--- config.mk ---
export PLATFORM = sky130hd
export DESIGN_NAME = lap_leaderboard
export DESIGN_NICKNAME = d
export VERILOG_FILES = /design/src/rtl/lap_leaderboard.sv
export SDC_FILE = /design/constraint.sdc
export NUM_CORES = 1
export LEC_CHECK = 0
export CAP_MARGIN = 20
export CORE_MARGIN = 2
export CORE_UTILIZATION = 45
export CTS_BUF_LIST = sky130_fd_sc_hd__clkbuf_8
export CTS_CLUSTER_SIZE = 25
export DETAILED_ROUTE_END_ITERATION = 8
export GPL_TIMING_DRIVEN = 1
export SYNTH_ARGS = -nofsm -noshare
export SYNTH_HDL_FRONTEND = slang
export SYNTH_SLANG_ARGS = --single-unit
--- constraint.sdc ---
create_clock -name i_clock -period 22 [get_ports i_clock]
set_input_delay 3.3 -clock i_clock [delete_from_list [all_inputs] [get_ports i_clock]]
set_output_delay 3.3 -clock i_clock [all_outputs]
set_load 0.1 [all_outputs]
--- src/rtl/lap_leaderboard.sv ---
// Top-3 lap record store: two ranked tables (SLOW = lowest time wins, FAST = highest
// remaining wins) filled through a three-state insert FSM, with a registered read mux.
module lap_leaderboard #(
  parameter int TIME_W = 39,
  parameter int DEPTH  = 3
) (
  input  logic              i_clock,
  input  logic              i_rst,
  input  logic              i_clear,
  input  logic              i_record_valid,
  output logic              o_record_ready,
  input  logic              i_record_mode,
  input  logic [TIME_W-1:0] i_time_in,
  input  logic [2:0]        i_display_mode,
  output logic [TIME_W-1:0] o_disp_time,
  output logic [2:0]        o_rank,
  output logic [1:0]        o_lb_mode,
  output logic [2:0]        o_sound
);

  typedef enum logic [1:0] {
    S_IDLE  = 2'd0,
    S_CMP   = 2'd1,
    S_WRITE = 2'd2
  } state_t;

  localparam logic [1:0] POS_NONE = 2'd3;

  state_t            r_state;
  state_t            w_state_next;
  logic              w_accept;
  logic              w_wipe;

  logic [TIME_W-1:0] r_tab   [2][DEPTH];
  logic              r_valid [2][DEPTH];
  logic [TIME_W-1:0] r_new_time;
  logic              r_mode;
  logic [1:0]        r_pos;
  logic [1:0]        w_pos;
  logic [2:0]        w_onehot;
  logic [TIME_W-1:0] w_disp_next;

  logic [TIME_W-1:0] r_disp_time;
  logic [2:0]        r_rank;
  logic [1:0]        r_lb_mode;
  logic [2:0]        r_sound;

  assign w_wipe         = i_rst | i_clear;
  assign o_record_ready = (r_state == S_IDLE);
  assign o_disp_time    = r_disp_time;
  assign o_rank         = r_rank;
  assign o_lb_mode      = r_lb_mode;
  assign o_sound        = r_sound;

  always_ff @(posedge i_clock) begin
    if (w_wipe) r_state <= S_IDLE;
    else        r_state <= w_state_next;
  end

  // NOTE: every combinational output gets a default first so no path leaves it unassigned (no latch).
  always_comb begin
    w_state_next = r_state;
    w_accept     = 1'b0;
    case (r_state)
      S_IDLE: begin
        if (i_record_valid) begin
          w_accept     = 1'b1;
          w_state_next = S_CMP;
        end
      end
      S_CMP:   w_state_next = S_WRITE;
      S_WRITE: w_state_next = S_IDLE;
      default: w_state_next = S_IDLE;
    endcase
  end

  // Lowest slot that is empty or strictly worse; equal entries keep their rank.
  always_comb begin
    w_pos = POS_NONE;
    if (r_new_time != '0) begin
      for (int i = DEPTH - 1; i >= 0; i--) begin
        if (!r_valid[r_mode][i] ||
            (r_mode ? (r_new_time > r_tab[r_mode][i]) : (r_new_time < r_tab[r_mode][i])))
          w_pos = 2'(i);
      end
    end
  end

  always_comb begin
    case (r_pos)
      2'd0:    w_onehot = 3'b100;
      2'd1:    w_onehot = 3'b010;
      2'd2:    w_onehot = 3'b001;
      default: w_onehot = 3'b000;
    endcase
  end

  always_comb begin
    w_disp_next = i_time_in;
    if (i_display_mode[1:0] != 2'd3) begin
      if (r_valid[i_display_mode[2]][i_display_mode[1:0]])
        w_disp_next = r_tab[i_display_mode[2]][i_display_mode[1:0]];
      else
        w_disp_next = '0;
    end
  end

  // NOTE: the tables are a handful of flops, not a RAM, so they are reset explicitly;
  // rst and clear must both leave every entry invalid and reading zero.
  always_ff @(posedge i_clock) begin
    r_sound <= 3'b000;
    if (w_wipe) begin
      for (int t = 0; t < 2; t++) begin
        for (int i = 0; i < DEPTH; i++) begin
          r_tab[t][i]   <= '0;
          r_valid[t][i] <= 1'b0;
        end
      end
      r_new_time  <= '0;
      r_mode      <= 1'b0;
      r_pos       <= POS_NONE;
      r_rank      <= 3'b000;
      r_lb_mode   <= 2'b00;
      r_disp_time <= '0;
    end else begin
      if (w_accept) begin
        r_new_time <= i_time_in;
        r_mode     <= i_record_mode;
      end
      if (r_state == S_CMP)
        r_pos <= w_pos;
      if (r_state == S_WRITE) begin
        // NOTE: non-blocking shift reads the pre-edge entries, so order of the loop is irrelevant.
        for (int i = DEPTH - 1; i >= 1; i--) begin
          if (i > int'(r_pos)) begin
            r_tab[r_mode][i]   <= r_tab[r_mode][i-1];
            r_valid[r_mode][i] <= r_valid[r_mode][i-1];
          end
        end
        if (r_pos != POS_NONE) begin
          r_tab[r_mode][r_pos]   <= r_new_time;
          r_valid[r_mode][r_pos] <= 1'b1;
          r_sound                <= w_onehot;
        end
        r_rank    <= w_onehot;
        r_lb_mode <= r_mode ? 2'b10 : 2'b01;
      end
      r_disp_time <= w_disp_next;
    end
  end

endmodule

**Word-level counts from Yosys, hierarchy flattened**

Memories as Yosys holds them, arrays and structs flattened. A register that Yosys moved wholly into a read port is not among the register bits.
Cells that the tools add are included.

- Bitwise gates (word level): 85
- Reduce and logical (&&, ||, !) cells: 13
- Eq/ne operators: 7
- Muxes and demuxes: 130
- Magnitude comparators: 11

Operator list:

| operator | count |
|---|---|
| two-way mux 117 bit | 3 |
| two-way mux 39 bit | 5 |
| greater-than comparator 39 bit | 3 |
| less-than comparator 39 bit | 3 |
| OR reduction 117 bit | 1 |
| two-way mux 1 bit | 108 |
| OR 1 bit | 81 |
| binary-select mux 39 bit (select 2 bit) | 1 |
| demux 39 bit (select 2 bit) | 1 |
| nonzero test 39 bit | 1 |
| two-way mux 2 bit | 5 |
| two-way mux 3 bit | 3 |
| one-hot mux 3 bit (3 select lines) | 1 |
| >= comparator 3 bit (second input constant) | 2 |
| inequality test 2 bit (second input constant) | 3 |
| NOT 2 -> 3 bit | 2 |
| OR reduction 3 bit | 2 |
| equality test 2 x 1 -> 1 bit (second input constant) | 2 |
| equality test 2 bit (second input constant) | 2 |
| logical NOT 2 bit | 2 |
| one-hot mux 2 bit (2 select lines) | 1 |
| logical NOT 1 bit | 3 |
| logical OR 1 bit | 3 |
| less-than comparator 3 x 1 -> 1 bit (second input constant) | 1 |
| 6 further kinds | 7 |

- Register bits: 91
- Memories kept: 2
- Bits of input ports: 47
- Output and inout bits: 48
- Bits in writable memories: 240
- Logic and storage cells: 256

Memory list:

| memory | words | width | rd ports | clocked after Yosys merged registers in | write ports | RTL line | source |
|---|---|---|---|---|---|---|---|
| r_tab | 2 | 117 | 2 | 1 | 2 | 34 | `logic [TIME_W-1:0] r_tab [2][DEPTH];` |
| r_valid | 2 | 3 | 2 | 1 | 2 | 35 | `logic r_valid [2][DEPTH];` |

**Longest topological paths before layout**

- Depth in word-level cells: 9
- Mapped depth: 15
- Depth with buffers taken out: 11

**Worst setup path after synthesis**

OpenSTA, ideal clock, no wires.

- Kind: input-to-reg
- Start point: input i_clear
- End point: memory r_tab[0][39] in the netlist's numbering (enable)
- Setup time: 0.442 ns
- Arrival: 8.894 ns
- Slack: 12.665 ns
- Path buffers: 2
- Stages on the path: 6
- Required time: 21.558 ns
- Cell sequence: nor2_1 buf_2 nand3_1 clkbuf_1 o21ai_0 nor2b_1

RTL lines:

| item | RTL line | source |
|---|---|---|
| start: declaration | 9 | `input logic i_clear,` |
| end: declaration | 34 |  |

==> run_results.csv <==
group,metric,value,unit
finish,stdcell_count,2351,
sta,clock_skew,0.0322,ns
cts,cts_max_level,2,
worst_setup_path,rrSetupSlack,16.83,ns
min_path,min_to,"o_rank[1]$_SDFFE_PN0N_",
cts,clock-sinks,332,
floorplanning,ios,95,
yosys,synth_edf_count,240,
sta,slew_violations,0,
outcome,outcome,"finished, final reports clean",
cts,postCtsSetupRepairBufs,0,
global_routing,grt_usage,26.3,%
yosys,syn_nets,1878,
floorplanning,core.rowCount,74,
routing,drc_errors,0,
cts,tritoncts,"done",
sta,max-slew-margin-rel,22.6,%
finish,fin_area,21400,um2
sta,setup-tns-final,0,ns
yosys,syn_area,18900,um2
global_routing,grt_max_degree,84,
floorplanning,die_h,209,um
yosys,synthCells,1714,
finish,fin_nets,1932,
cts,clock-root-buffer,"clkbuf_8",
power,power_density,67.8,nW/um2
sta,hold_violations,0,
routing,routedWlPerCell,24.4,um
place,place_congestion,0.791,
floorplanning,core-area,41100,um2
yosys,synth_top_cell_area_share,38.2,%
place,dp.cells,2238,
finish,area_delta_synth_final,13.3,%
place,dpl_cell_area,20200,um2
yosys,ys.flop_type,"edfxtp_1",
cts,cts_buffer_depth,3,
sta,period_share,29.9,%
job,maxCapViolations,0,
sta,grt_setup_unrepaired,"no",
sta,max_freq,152,MHz
worst_setup_path,critical_path_class,"in -> reg",
floorplanning,die-width,209,um
min_path,hp-start,"o_rank[1]$_SDFFE_PN0N_",
power,p_leak,8.32,nW
place,hpwlAfterDp,34200,um
global_routing,grt_pass1_wl,87500,um
yosys,ys_top_cells_by_area,"edfxtp_1 (38%), dfxtp_1 (9.8%), ha_1 (7.8%)",
floorplanning,start_util,45.9,%
yosys,async_flop_share,0,%
global_routing,first_global_vias,14666,
sta,finalSetupViolations,0,
routing,via_per_inst,6.16,
worst_setup_path,timing.rr.end,"r_pos[0]$_SDFFE_PN1N_",
finish,fin_util,52.0,%
cts,ctsResizeCount,0,
global_routing,overflow,0,
cts,cts_buffers,59,
worst_setup_path,cp.required,22.32,ns
yosys,syn_area_per_cell,11.0,um2
worst_setup_path,r2r_cells,12,
yosys,yosys_warnings,0,
place,io_buffers,94,
routing,firstDrtPassIters,5,
sta,tightestPinTransition,1.16,ns
min_path,hold_class,"reg -> reg",
worst_setup_path,cp_max_fo,70,
yosys,ys_types,53,
routing,routed_wl,57300,um
routing,drt.antenna.violating_nets,0,
yosys,synth_top_cell_by_area,"edfxtp_1",
cts,clk_pin_slew,0.06,ns
cts,clock_latency,0.67,ns
min_path,hold_depth,2,
yosys,seq_area_frac_synth,48.0,%
routing,num_vias,14477,
global_routing,antenna_found_initial,1,
finish,final_layout_size_suffix_gt1_share,14.7,%
worst_setup_path,crit_arrival,6.91,ns
yosys,synth_seq_cells,332,
sta,min_period,6.59,ns
finish,antenna_cells,0,
worst_setup_path,crit_path_start_kind,"primary input",
routing,first_iter_violations,1297,
floorplanning,fp.dieArea,43600,um2
cts,ctsHoldBuffers,0,
worst_setup_path,endpoint_kind,"flip-flop",
power,ir_drop,0.0457,mV
layout make-up:
cell class,count,area [um2]
clock buffers,67,922
clock inverters,45,205
fillers,3751,19700
inverters,64,240
multi-input cells,1186,9110
flip-flops and latches,332,9060
well taps,532,666
repair buffers,125,1170
per-layer routing:
layer  wire length (um)  track usage, %  share of wire [%]
met5                 90            1.56               0.16
met4               1780            10.3                3.1
met3               4010            4.84                7.0
met2              26700            42.6                 47
met1              24800            34.8                 43
state kept, by name (all words and copies together) (netlist names), named ones only:
| signal | flops |
|---|---|
| o_rank | 3 |
| o_sound | 3 |
| r_mode | 1 |
| r_tab | 234 |
| r_new_time | 39 |
| r_state | 2 |
| r_valid | 6 |
| o_disp_time | 39 |
| r_pos | 2 |
| o_lb_mode | 2 |
where the power goes:
| group | internal, W | switching, W | leakage, nW |
|---|---|---|---|
| registers | 0.000692 | 0.0000187 | 3.42 |
| logic | 0.0000642 | 0.000114 | 4.21 |
| clock network | 0.000288 | 0.000272 | 0.689 |
stage by stage:
step	power (W)	worst slack (ns)	hold slack (ns)
finish	0.00145	15.41	0.453
global route	0.00150	15.28	0.475
CTS	0.00146	15.44	0.458
detailed placement	0.000900	14.75	0.448
global placement	0.000897	14.81	0.438
floorplan	0.000835	12.66	0.478
cells by family after synthesis:
group / after synthesis / share of synthesized area (%)
DFF: 332 / 48.0
adders and majority gates: 117 / 7.76
AOI/OAI and AO/OA: 295 / 10.0
buffers and inverters: 196 / 4.11
and+or+nand+nor: 570 / 16.3
muxes: 204 / 13.8
worst max-delay path, cell delays in order:
cell             delay [ns]
clkdlybuf4s50_1        0.42
nor2_1                 0.21
buf_4                  0.27
nand3_4                0.62
buf_4                  0.66
nor3_2                 0.25
and2_1                 0.17
nand2b_2               0.51
buf_4                  0.46
cells in the mapped netlist, types with 43 or more instances:
library cell / n
edfxtp_1: 240
nand2_1: 155
a21oi_1: 126
ha_1: 117
mux2i_1: 100
clkbuf_1: 98
dfxtp_1: 92
nor2_1: 91
inv_1: 64
mux2_2: 64
o21ai_0: 64
nor3b_1: 55
nor3_1: 47
and2_1: 43
layout by cell type, fill, tap and decap left out, drive strengths merged, types with 40 or more instances in the layout:
| master | n |
|---|---|
| a21oi | 126 |
| and2 | 43 |
| and3 | 40 |
| clkbuf | 67 |
| clkdlybuf4s50 | 91 |
| dfxtp | 92 |
| edfxtp | 240 |
| ha | 117 |
| inv | 97 |
| mux2 | 65 |
| mux2i | 100 |
| nand2 | 155 |
| nor2 | 91 |
| nor3 | 47 |
| nor3b | 56 |
| o21ai | 65 |
worst max-delay path by stage:
| stage | end | start |
|---|---|---|
| 2_1_floorplan | r_tab[0][39]$_SDFFCE_PN0P_ | i_clear |
| 3_3_place_gp | r_tab[1][101]$_SDFFCE_PN0P_ | i_clear |
| 3_5_place_dp | r_tab[1][101]$_SDFFCE_PN0P_ | i_clear |
| 4_1_cts | r_tab[1][89]$_SDFFCE_PN0P_ | i_clear |
| 5_1_grt | r_tab[1][91]$_SDFFCE_PN0P_ | i_clear |
| 6_report | r_tab[1][88]$_SDFFCE_PN0P_ | i_clear |
Power figures use the tool's default switching activity.
